## src/rtl/popcount_pkg.sv

```systemverilog
// Shared constants and elaboration-time helpers for the streaming popcount engine.
package popcount_pkg;

  localparam logic MODE_ONES  = 1'b0;
  localparam logic MODE_ZEROS = 1'b1;

  // Result width able to hold 0..w inclusive.
  function automatic int clog2_plus1(input int w);
    return $clog2(w + 1);
  endfunction

  // Adder-tree leaf count: WIDTH rounded up to a power of two.
  function automatic int pad_pow2(input int w);
    return 1 << $clog2(w);
  endfunction

  // Bit offset of tree level k inside the flattened tree bus; level j is (p2>>j) fields of j+1 bits.
  function automatic int level_offset(input int p2, input int k);
    int off;
    off = 0;
    for (int j = 0; j < k; j++) begin
      off += (p2 >> j) * (j + 1);
    end
    return off;
  endfunction

endpackage

```

## src/rtl/popcount_pipe_if.sv

```systemverilog
// Beat-in / result-out stream bundle; slave is the engine side, master is the driving/consuming side.
interface popcount_pipe_if #(
  parameter int WIDTH = 16,
  parameter int ACC_W = 12
);
  import popcount_pkg::*;

  localparam int CNT_W = clog2_plus1(WIDTH);

  logic             in_valid;
  logic             in_ready;
  logic [WIDTH-1:0] in_data;
  logic             in_mode;
  logic             in_last;
  logic             out_valid;
  logic             out_ready;
  logic [CNT_W-1:0] out_count;
  logic [ACC_W-1:0] out_acc;
  logic             out_last;
  logic             out_sat;

  modport slave (
    input  in_valid, in_data, in_mode, in_last, out_ready,
    output in_ready, out_valid, out_count, out_acc, out_last, out_sat
  );

  modport master (
    output in_valid, in_data, in_mode, in_last, out_ready,
    input  in_ready, out_valid, out_count, out_acc, out_last, out_sat
  );

endinterface

```

## src/rtl/popcount_tree_level.sv

```systemverilog
// One registered adder-tree level: N_IN operands of OPW bits -> N_IN/2 sums of OPW+1 bits.
// Latency 1 cycle; holds its register while en is low.
module popcount_tree_level #(
  parameter int N_IN = 2,
  parameter int OPW  = 1
) (
  input  logic                           clk,
  input  logic                           rst_n,
  input  logic                           en,
  input  logic [N_IN*OPW-1:0]            in_sum,
  output logic [(N_IN/2)*(OPW+1)-1:0]    out_sum
);

  localparam int N_OUT = N_IN / 2;
  localparam int SW    = OPW + 1;

  logic [N_OUT*SW-1:0] sum_d;

  always_comb begin
    sum_d = '0;
    for (int i = 0; i < N_OUT; i++) begin
      sum_d[i*SW +: SW] = SW'(in_sum[(2*i)*OPW +: OPW]) + SW'(in_sum[(2*i+1)*OPW +: OPW]);
    end
  end

  always_ff @(posedge clk or negedge rst_n) begin
    if (!rst_n) begin
      out_sum <= '0;
    end else if (en) begin
      out_sum <= sum_d;
    end
  end

endmodule

```

## src/rtl/popcount_pipe.sv

```systemverilog
// Streaming ones/zeros counter with saturating per-packet total; latency $clog2(P2)+1 cycles.
// Global stall: in_ready = !out_valid || out_ready, every stage freezes while the result is refused.
module popcount_pipe
  import popcount_pkg::*;
#(
  parameter int WIDTH = 16,
  parameter int ACC_W = 12
) (
  input logic            clk,
  input logic            rst_n,
  popcount_pipe_if.slave bus
);

  localparam int CNT_W = clog2_plus1(WIDTH);
  localparam int P2    = pad_pow2(WIDTH);
  localparam int L     = $clog2(P2);
  localparam int TBW   = level_offset(P2, L + 1);
  localparam int OFF_L = level_offset(P2, L);
  localparam logic [ACC_W:0] ACC_MAX = {1'b0, {ACC_W{1'b1}}};

  logic             adv;
  logic             rdy_en;
  logic             take;
  logic [WIDTH-1:0] in_word;
  logic [P2-1:0]    d_q;
  logic [L:0]       vld_q;
  logic [L:0]       last_q;
  logic [TBW-1:0]   tree_bus;
  logic [L:0]       tree_sum;
  logic             unused_sum_bits;
  logic [CNT_W-1:0] cnt;
  logic [ACC_W:0]   acc_sum;
  logic [ACC_W-1:0] acc_q;
  logic [ACC_W-1:0] acc_next;
  logic             sat_q;
  logic             sat_hit;
  logic             sat_next;

  assign adv          = !vld_q[L] || bus.out_ready;
  assign bus.in_ready = adv && rdy_en;
  assign take         = bus.in_valid && bus.in_ready;

  // Inversion happens before padding so pad bits stay zero in zeros mode.
  assign in_word = (bus.in_mode == MODE_ZEROS) ? ~bus.in_data : bus.in_data;

  always_ff @(posedge clk or negedge rst_n) begin
    if (!rst_n) begin
      rdy_en <= 1'b0;
    end else begin
      rdy_en <= 1'b1;
    end
  end

  // Bubbles load zero data so an idle slot contributes nothing downstream.
  always_ff @(posedge clk or negedge rst_n) begin
    if (!rst_n) begin
      d_q    <= '0;
      vld_q  <= '0;
      last_q <= '0;
    end else if (adv) begin
      d_q    <= take ? P2'(in_word) : '0;
      vld_q  <= {vld_q[L-1:0], take};
      last_q <= {last_q[L-1:0], take && bus.in_last};
    end
  end

  assign tree_bus[P2-1:0] = d_q;

  for (genvar k = 1; k <= L; k++) begin : g_lvl
    localparam int N_IN  = P2 >> (k - 1);
    localparam int OFF_I = level_offset(P2, k - 1);
    localparam int OFF_O = level_offset(P2, k);

    popcount_tree_level #(
      .N_IN (N_IN),
      .OPW  (k)
    ) u_lvl (
      .clk     (clk),
      .rst_n   (rst_n),
      .en      (adv),
      .in_sum  (tree_bus[OFF_I +: N_IN*k]),
      .out_sum (tree_bus[OFF_O +: (N_IN/2)*(k+1)])
    );
  end

  // The tree sum never exceeds WIDTH, so any bits above CNT_W are always zero.
  assign tree_sum        = tree_bus[OFF_L +: L+1];
  assign unused_sum_bits = ^tree_sum;
  assign cnt             = CNT_W'(tree_sum);

  assign acc_sum = {1'b0, acc_q} + (ACC_W+1)'(cnt);

  always_comb begin
    sat_hit  = (acc_sum > ACC_MAX);
    acc_next = sat_hit ? ACC_MAX[ACC_W-1:0] : acc_sum[ACC_W-1:0];
    sat_next = sat_q || sat_hit;
  end

  // acc_q holds the total of results already accepted in the current packet.
  always_ff @(posedge clk or negedge rst_n) begin
    if (!rst_n) begin
      acc_q <= '0;
      sat_q <= 1'b0;
    end else if (vld_q[L] && bus.out_ready) begin
      if (last_q[L]) begin
        acc_q <= '0;
        sat_q <= 1'b0;
      end else begin
        acc_q <= acc_next;
        sat_q <= sat_next;
      end
    end
  end

  assign bus.out_valid = vld_q[L];
  assign bus.out_last  = last_q[L];
  assign bus.out_count = cnt;
  assign bus.out_acc   = acc_next;
  assign bus.out_sat   = sat_next;

endmodule

```

## src/flat_wrapper.sv

```systemverilog
// flat-port wrapper written by rule: the top's interface ports become plain ports
module popcount_pipe_flat import popcount_pkg::*;
#(
  parameter int WIDTH = 16,
  parameter int ACC_W = 12
)
  (clk, rst_n, bus_in_valid, bus_in_data, bus_in_mode, bus_in_last, bus_out_ready, bus_in_ready, bus_out_valid, bus_out_count, bus_out_acc, bus_out_last, bus_out_sat);
  popcount_pipe_if #(.WIDTH(WIDTH), .ACC_W(ACC_W)) bus_i ();
  input logic clk;
  input logic rst_n;
  input wire logic [$bits(bus_i.in_valid)-1:0] bus_in_valid;
  input wire logic [$bits(bus_i.in_data)-1:0] bus_in_data;
  input wire logic [$bits(bus_i.in_mode)-1:0] bus_in_mode;
  input wire logic [$bits(bus_i.in_last)-1:0] bus_in_last;
  input wire logic [$bits(bus_i.out_ready)-1:0] bus_out_ready;
  output wire logic [$bits(bus_i.in_ready)-1:0] bus_in_ready;
  output wire logic [$bits(bus_i.out_valid)-1:0] bus_out_valid;
  output wire logic [$bits(bus_i.out_count)-1:0] bus_out_count;
  output wire logic [$bits(bus_i.out_acc)-1:0] bus_out_acc;
  output wire logic [$bits(bus_i.out_last)-1:0] bus_out_last;
  output wire logic [$bits(bus_i.out_sat)-1:0] bus_out_sat;
  assign bus_i.in_valid = bus_in_valid;
  assign bus_i.in_data = bus_in_data;
  assign bus_i.in_mode = bus_in_mode;
  assign bus_i.in_last = bus_in_last;
  assign bus_i.out_ready = bus_out_ready;
  assign bus_in_ready = bus_i.in_ready;
  assign bus_out_valid = bus_i.out_valid;
  assign bus_out_count = bus_i.out_count;
  assign bus_out_acc = bus_i.out_acc;
  assign bus_out_last = bus_i.out_last;
  assign bus_out_sat = bus_i.out_sat;
  popcount_pipe #(.WIDTH(WIDTH), .ACC_W(ACC_W)) u_core (.clk(clk), .rst_n(rst_n), .bus(bus_i));
endmodule
```

## config.mk

```make
export PLATFORM = sky130hd
export DESIGN_NAME = popcount_pipe_flat
export DESIGN_NICKNAME = d
export VERILOG_FILES = /design/src/rtl/popcount_pkg.sv /design/src/rtl/popcount_pipe_if.sv /design/src/rtl/popcount_tree_level.sv /design/src/rtl/popcount_pipe.sv /design/src/flat_wrapper.sv
export SDC_FILE = /design/constraint.sdc
export NUM_CORES = 1
export LEC_CHECK = 0
export CAP_MARGIN = 20
export CORE_MARGIN = 2
export CORE_UTILIZATION = 55
export DETAILED_ROUTE_END_ITERATION = 10
export PLACE_DENSITY_LB_ADDON = 0.12
export SYNTH_ARGS = -nofsm -noshare
export SYNTH_HDL_FRONTEND = slang
export SYNTH_SLANG_ARGS = --single-unit
```

## constraint.sdc

```tcl
create_clock -name clk -period 4.29 [get_ports clk]
set_input_delay 0.429 -clock clk [delete_from_list [all_inputs] [get_ports clk]]
set_output_delay 0.429 -clock clk [all_outputs]
set_load 0.02 [all_outputs]
```

# Word-level counts from Yosys, hierarchy flattened
# Cells that the tools add are included.
[totals]
reg_bits = 81
elab_cells = 40
out_inout_bits = 21
[op_classes]
n_addsub = 16
n_reduce_logical = 7
muxes = 5
order_cmp = 1
n_bitwise = 1
[ops]
columns = ["cell", "n"]
rows = [
  ["$mux W16", 2],
  ["$mux W12", 2],
  ["$add A1 B1 Y2", 8],
  ["$not A16 Y16", 1],
  ["$add A12 B5 Y13", 1],
  ["$gt A13 B12 Y1 const B", 1],
  ["$add A2 B2 Y3", 4],
  ["$add A3 B3 Y4", 2],
  ["$add A4 B4 Y5", 1],
  ["$logic_and A1 B1 Y1", 4],
  ["$logic_or A1 B1 Y1", 2],
  ["$logic_not A1 Y1", 1],
  ["$mux W1", 1],
]

# Depth between registers and ports, before layout
[depth]
depth_word = 5
ltp_mapped = 9
depth_no_buf = 8

# Modules after synthesis
# A second synthesis with hierarchy kept.
[unflattened]
cells_unflattened = 378
hier_area_um2 = 4327.9
[by_module_without_submodules]
columns = ["module", "seq_area_each_um2", "cells_each", "instances", "area_per_inst_um2"]
rows = [
  ["popcount_pipe", 1001.0, 223, 1, 2119.5],
  ["popcount_tree_level (u_core.g_lvl[1].u_lvl)", 400.4, 42, 1, 749.5],
  ["popcount_tree_level (u_core.g_lvl[2].u_lvl)", 300.3, 43, 1, 631.9],
  ["popcount_tree_level (u_core.g_lvl[3].u_lvl)", 200.2, 38, 1, 481.7],
  ["popcount_tree_level (u_core.g_lvl[4].u_lvl)", 125.1, 32, 1, 345.3],
]

# Least setup slack after synthesis
# No wires, ideal clock.
[synth_path]
kind = "reg-to-output"
start = "register u_core.g_lvl[4].u_lvl.out_sum[0]"
end = "output port bus_out_acc[10]"
slack_ns = 1.852
arrival_ns = 2.009
path_stages_with_launch = 8
required_time_ns = 3.861
path_cell_list = "dfrtp_1 > ha_1 > inv_1 > fa_1 > nor2b_4 > o31a_1 > o21ai_0 > mux2_2"
[synth_between]
elab_chain_cells = 3
[synth_lines]
columns = ["item", "line_no", "rtl"]
rows = [
  ["start: declaration", "popcount_tree_level.sv:11", "output logic [(N_IN/2)*(OPW+1)-1:0] out_sum"],
  ["start signal: assignment", "popcount_tree_level.sv:30", "out_sum <= sum_d;"],
  ["$add A12 B5 Y13 *", "popcount_pipe.sv:91", "assign acc_sum = {1'b0, acc_q} + (ACC_W+1)'(cnt);"],
  ["$gt A13 B12 Y1", "popcount_pipe.sv:94", "sat_hit = (acc_sum > ACC_MAX);"],
  ["$mux W12 *", "popcount_pipe.sv:95", "acc_next = sat_hit ? ACC_MAX[ACC_W-1:0] : acc_sum[ACC_W-1:0];"],
  ["end: declaration", "flat_wrapper.sv:19", "output wire logic [$bits(bus_i.out_acc)-1:0] bus_out_acc;"],
]
# Mark *: on every way between the ends. The rest lies on a longest branch, timed or not.

# Final worst setup path
[layout_path]
start = "register u_core.g_lvl[4].u_lvl.out_sum[0]"
end = "output port bus_out_acc[2]"
# Same word-level chain as after synthesis.

==> flow_summary_export.csv <==
group,metric,value,unit
status,status,"completed",
synthesis,synthCells,430,
setup_path,cp-endpoint,"bus_out_acc[2]",
cts,cts_made_buffers,9,
floorplanning,die_area,8190,sq um
setup_path,critical_path.slowest_cell,"clkdlybuf4s50_1",
setup_path,critPathLaunch,"u_core.g_lvl[4].u_lvl.out_sum[0]$_DFFE_PN0N_",
setup_path,worstRegToRegCells,8,
cts,cts.sinks,81,
route,drtIter0Drc,89,
global_route,gr-total-overflow,0,
flow_run,max_cap_violations,0,
sta,fin_setup_tns,0,ns
setup_path,worst-endpoint-required,3.86,ns
setup_path,crit_path_end_kind,"output port",
power_and_ir_drop,leakage,2.42,nW
setup_path,crit_arrival,2.98,ns
sta,timing.final.crit_period,3.41,ns
global_route,grt_max_degree,82,
global_route,grt_pass1_wl,13400,um
synthesis,synth_seq_area_share,49.3,%
setup_path,r2r_end,"u_core.acc_q[2]$_DFFE_PN0P_",
synthesis,synth_edf_count,0,
sta,setup_viol,0,
sta,worst_pin_slew,0.801,ns
final_layout,fin_nets,524,
placement,io_buffer_count,42,
setup_path,reg2reg_from,"u_core.g_lvl[4].u_lvl.out_sum[0]$_DFFE_PN0N_",
synthesis,syn-num-nets,487,
synthesis,ys_ff_latch,81,
floorplanning,placement_rows,31,
power_and_ir_drop,power_density,572,nW/um^2
global_route,first_global_vias,3056,
floorplanning,initial_core_util,56.7,%
setup_path,crit_chain,"ha_1, inv_1, fa_1, nor2b_4, o31a_1, o21ai_2, o21ai_0, clkdlybuf4s50_1",
placement,place_hpwl,5050,um
setup_path,r2r_slack,1.88,ns
worst_hold_path,hp-class,"reg -> reg",
sta,holdWs,0.463,ns
cts,htreeDepth,3,
route,drcViolationCount,0,
sta,period_share,79.5,%
cts,root_buffer,"clkbuf_8",
route,routedWlPerCell,13.1,um
route,via_per_inst,5.15,
final_layout,final_common_cell,"nand2_1",
synthesis,synth_flop_cell,"dfrtp_1",
sta,timing.final.ws_setup,0.881,ns
floorplanning,die_w,90.5,um
cts,clock_path_buffers,2,
synthesis,synthArstFlopShare,100,%
synthesis,netlist.area_leader.share,49.3,%
sta,rsz0062_at_grt,"false",
setup_path,critical_path_class,"reg -> out",
synthesis,ys_types,39,
sta,final_max_slew_viol_count,0,
sta,maxSlewHeadroom,46.4,%
sta,fmax,293,MHz
floorplanning,pin_count,43,
global_route,track_usage,20.2,%
floorplanning,core_region_area,7250,sq um
final_layout,drive_above_1_share,5.72,%
cts,cts_tree,"built",
final_layout,final_cell_mix,"nand2_1 (135), dfrtp_1 (81), clkdlybuf4s50_1 (41)",
setup_path,cp_max_fo,14,
synthesis,synth_area_leader_cell,"dfrtp_1",
global_route,antenna_found_initial,0,
route,antenna_left,0,
route,vias,2940,
synthesis,syn_area,4110,sq um
cts,cts.reportedPaths.clkPinSlew,0.09,ns
synthesis,synth_area_per_cell,9.56,sq um
setup_path,critPathLaunchType,"flop",
floorplanning,die_height,90.5,um
synthesis,synth_area_leaders,"dfrtp_1 (49%), nand2_1 (12%), ha_1 (8.2%)",
sta,finalClockSkew,0.0108,ns
placement,dp_slack,1.24,ns
setup_path,slowest_delay,0.59,ns
final_layout,num_antenna_cells,0,
sta,hold_viol,0,
synthesis,yosysWarnings,0,
cts,clock_latency,0.35,ns
final_layout,area_growth,18.2,%
power_and_ir_drop,vdd_drop_max,0.000229,V
route,wl,7460,um
placement,gp_congestion,0.856,
route,drt_pass1_iterations,4,
-- per-layer routing --
layer  vias to the layer above  GRT usage, %  wire length [um]
met5                         -             0                 0
met4                         0          7.05               108
met3                        10          4.01               234
met2                        52          35.6              3680
met1                      1391          24.8              3440
li1                       1487             -                 -
-- registers in the layout (all words and copies together), names as in the netlist --
register and flops:
u_core.sat_q 1, u_core.acc_q 12, u_core.vld_q 5, u_core.rdy_en 1, u_core.d_q 16, u_core.g_lvl.u_lvl.out_sum 41, u_core.last_q 5
-- critical path, delay by kind of cell (launching register included) --
kind | cells | cell delay (ns)
adders and majority gates | 2 | 0.46
buffers and inverters | 2 | 0.66
DFF | 1 | 0.40
AOI/OAI and AO/OA | 3 | 1.05
and+or+nand+nor | 1 | 0.06
-- worst min-delay path by stage --
stage | to | cells after the start | slack, ns | startpoint
3_3_place_gp | u_core.vld_q[3]$_DFFE_PN0N_ | 2 | 0.44 | u_core.vld_q[3]$_DFFE_PN0N_
2_1_floorplan | u_core.acc_q[0]$_DFFE_PN0P_ | 0 | 0.13 | rst_n
5_1_grt | u_core.vld_q[3]$_DFFE_PN0N_ | 2 | 0.48 | u_core.vld_q[3]$_DFFE_PN0N_
3_5_place_dp | u_core.vld_q[3]$_DFFE_PN0N_ | 2 | 0.45 | u_core.vld_q[3]$_DFFE_PN0N_
6_report | u_core.vld_q[3]$_DFFE_PN0N_ | 2 | 0.46 | u_core.vld_q[3]$_DFFE_PN0N_
4_1_cts | u_core.acc_q[4]$_DFFE_PN0P_ | 1 | 0.28 | rst_n
-- logic make-up (layout without fill, tap and decap cells) --
group                      count (synthesis)  in the layout  share of synthesized area [%]
muxes                                      2              2                          0.548
other                                      1              1                         0.0912
and+or+nand+nor                          173            173                           17.2
xor gates and xnor gates                  25             25                           5.32
DFF                                       81             81                           49.3
adders and majority gates                 35             35                           12.1
buffers and inverters                     34             76                           3.35
AOI/OAI and AO/OA                         79             79                           12.0
-- per-stage QoR --
step | utilization (%) | cells | power [W] | area, sq um
after floorplan | - | 430 | 0.00178 | 4110
after global placement | 63.3 | 553 | 0.00213 | 4590
after detailed placement | 63.3 | 553 | 0.00217 | 4590
after CTS | 66.5 | 569 | 0.00280 | 4820
after global routing | 67.0 | 571 | 0.00298 | 4860
final | 67.0 | 571 | 0.00278 | 4860
-- final cells by class --
type / count / area, sq um
Clock inverter: 6 / 90.1
Timing Repair Buffer: 46 / 470
Clock buffer: 10 / 138
Inverter: 14 / 52.6
Tap cell: 99 / 124
Multi-Input combinational cell: 315 / 1960
Sequential cell: 81 / 2030
Fill cell: 604 / 2390
-- cell usage after synthesis (4+ instances only) --
cell type	count
a21o_1	6
a21oi_1	15
a22o_1	5
buf_2	5
clkbuf_1	13
dfrtp_1	81
fa_1	8
ha_1	27
inv_1	14
nand2_1	135
nand2b_1	5
nor2_1	17
nor2b_1	4
nor3_1	4
o21a_1	7
o21ai_0	32
xnor2_1	20
xor2_1	5
-- timing repair --
| action | 4_1_cts | 5_1_grt |
|---|---|---|
| buffers inserted | 0 | 0 |
| resized for setup | 0 | 0 |
| hold buffers | 0 | 1 |
| endpoints found under the hold margin | 0 | 20 |
-- report_power, final --
group | leakage (nW) | total (W) | switching, W | internal [W]
clock network | 0.113 | 0.000627 | 0.000281 | 0.000346
logic | 1.23 | 0.00108 | 0.000601 | 0.000482
registers | 1.08 | 0.00107 | 0.000126 | 0.000942
Note: power is estimated with default switching activity, not from simulation.
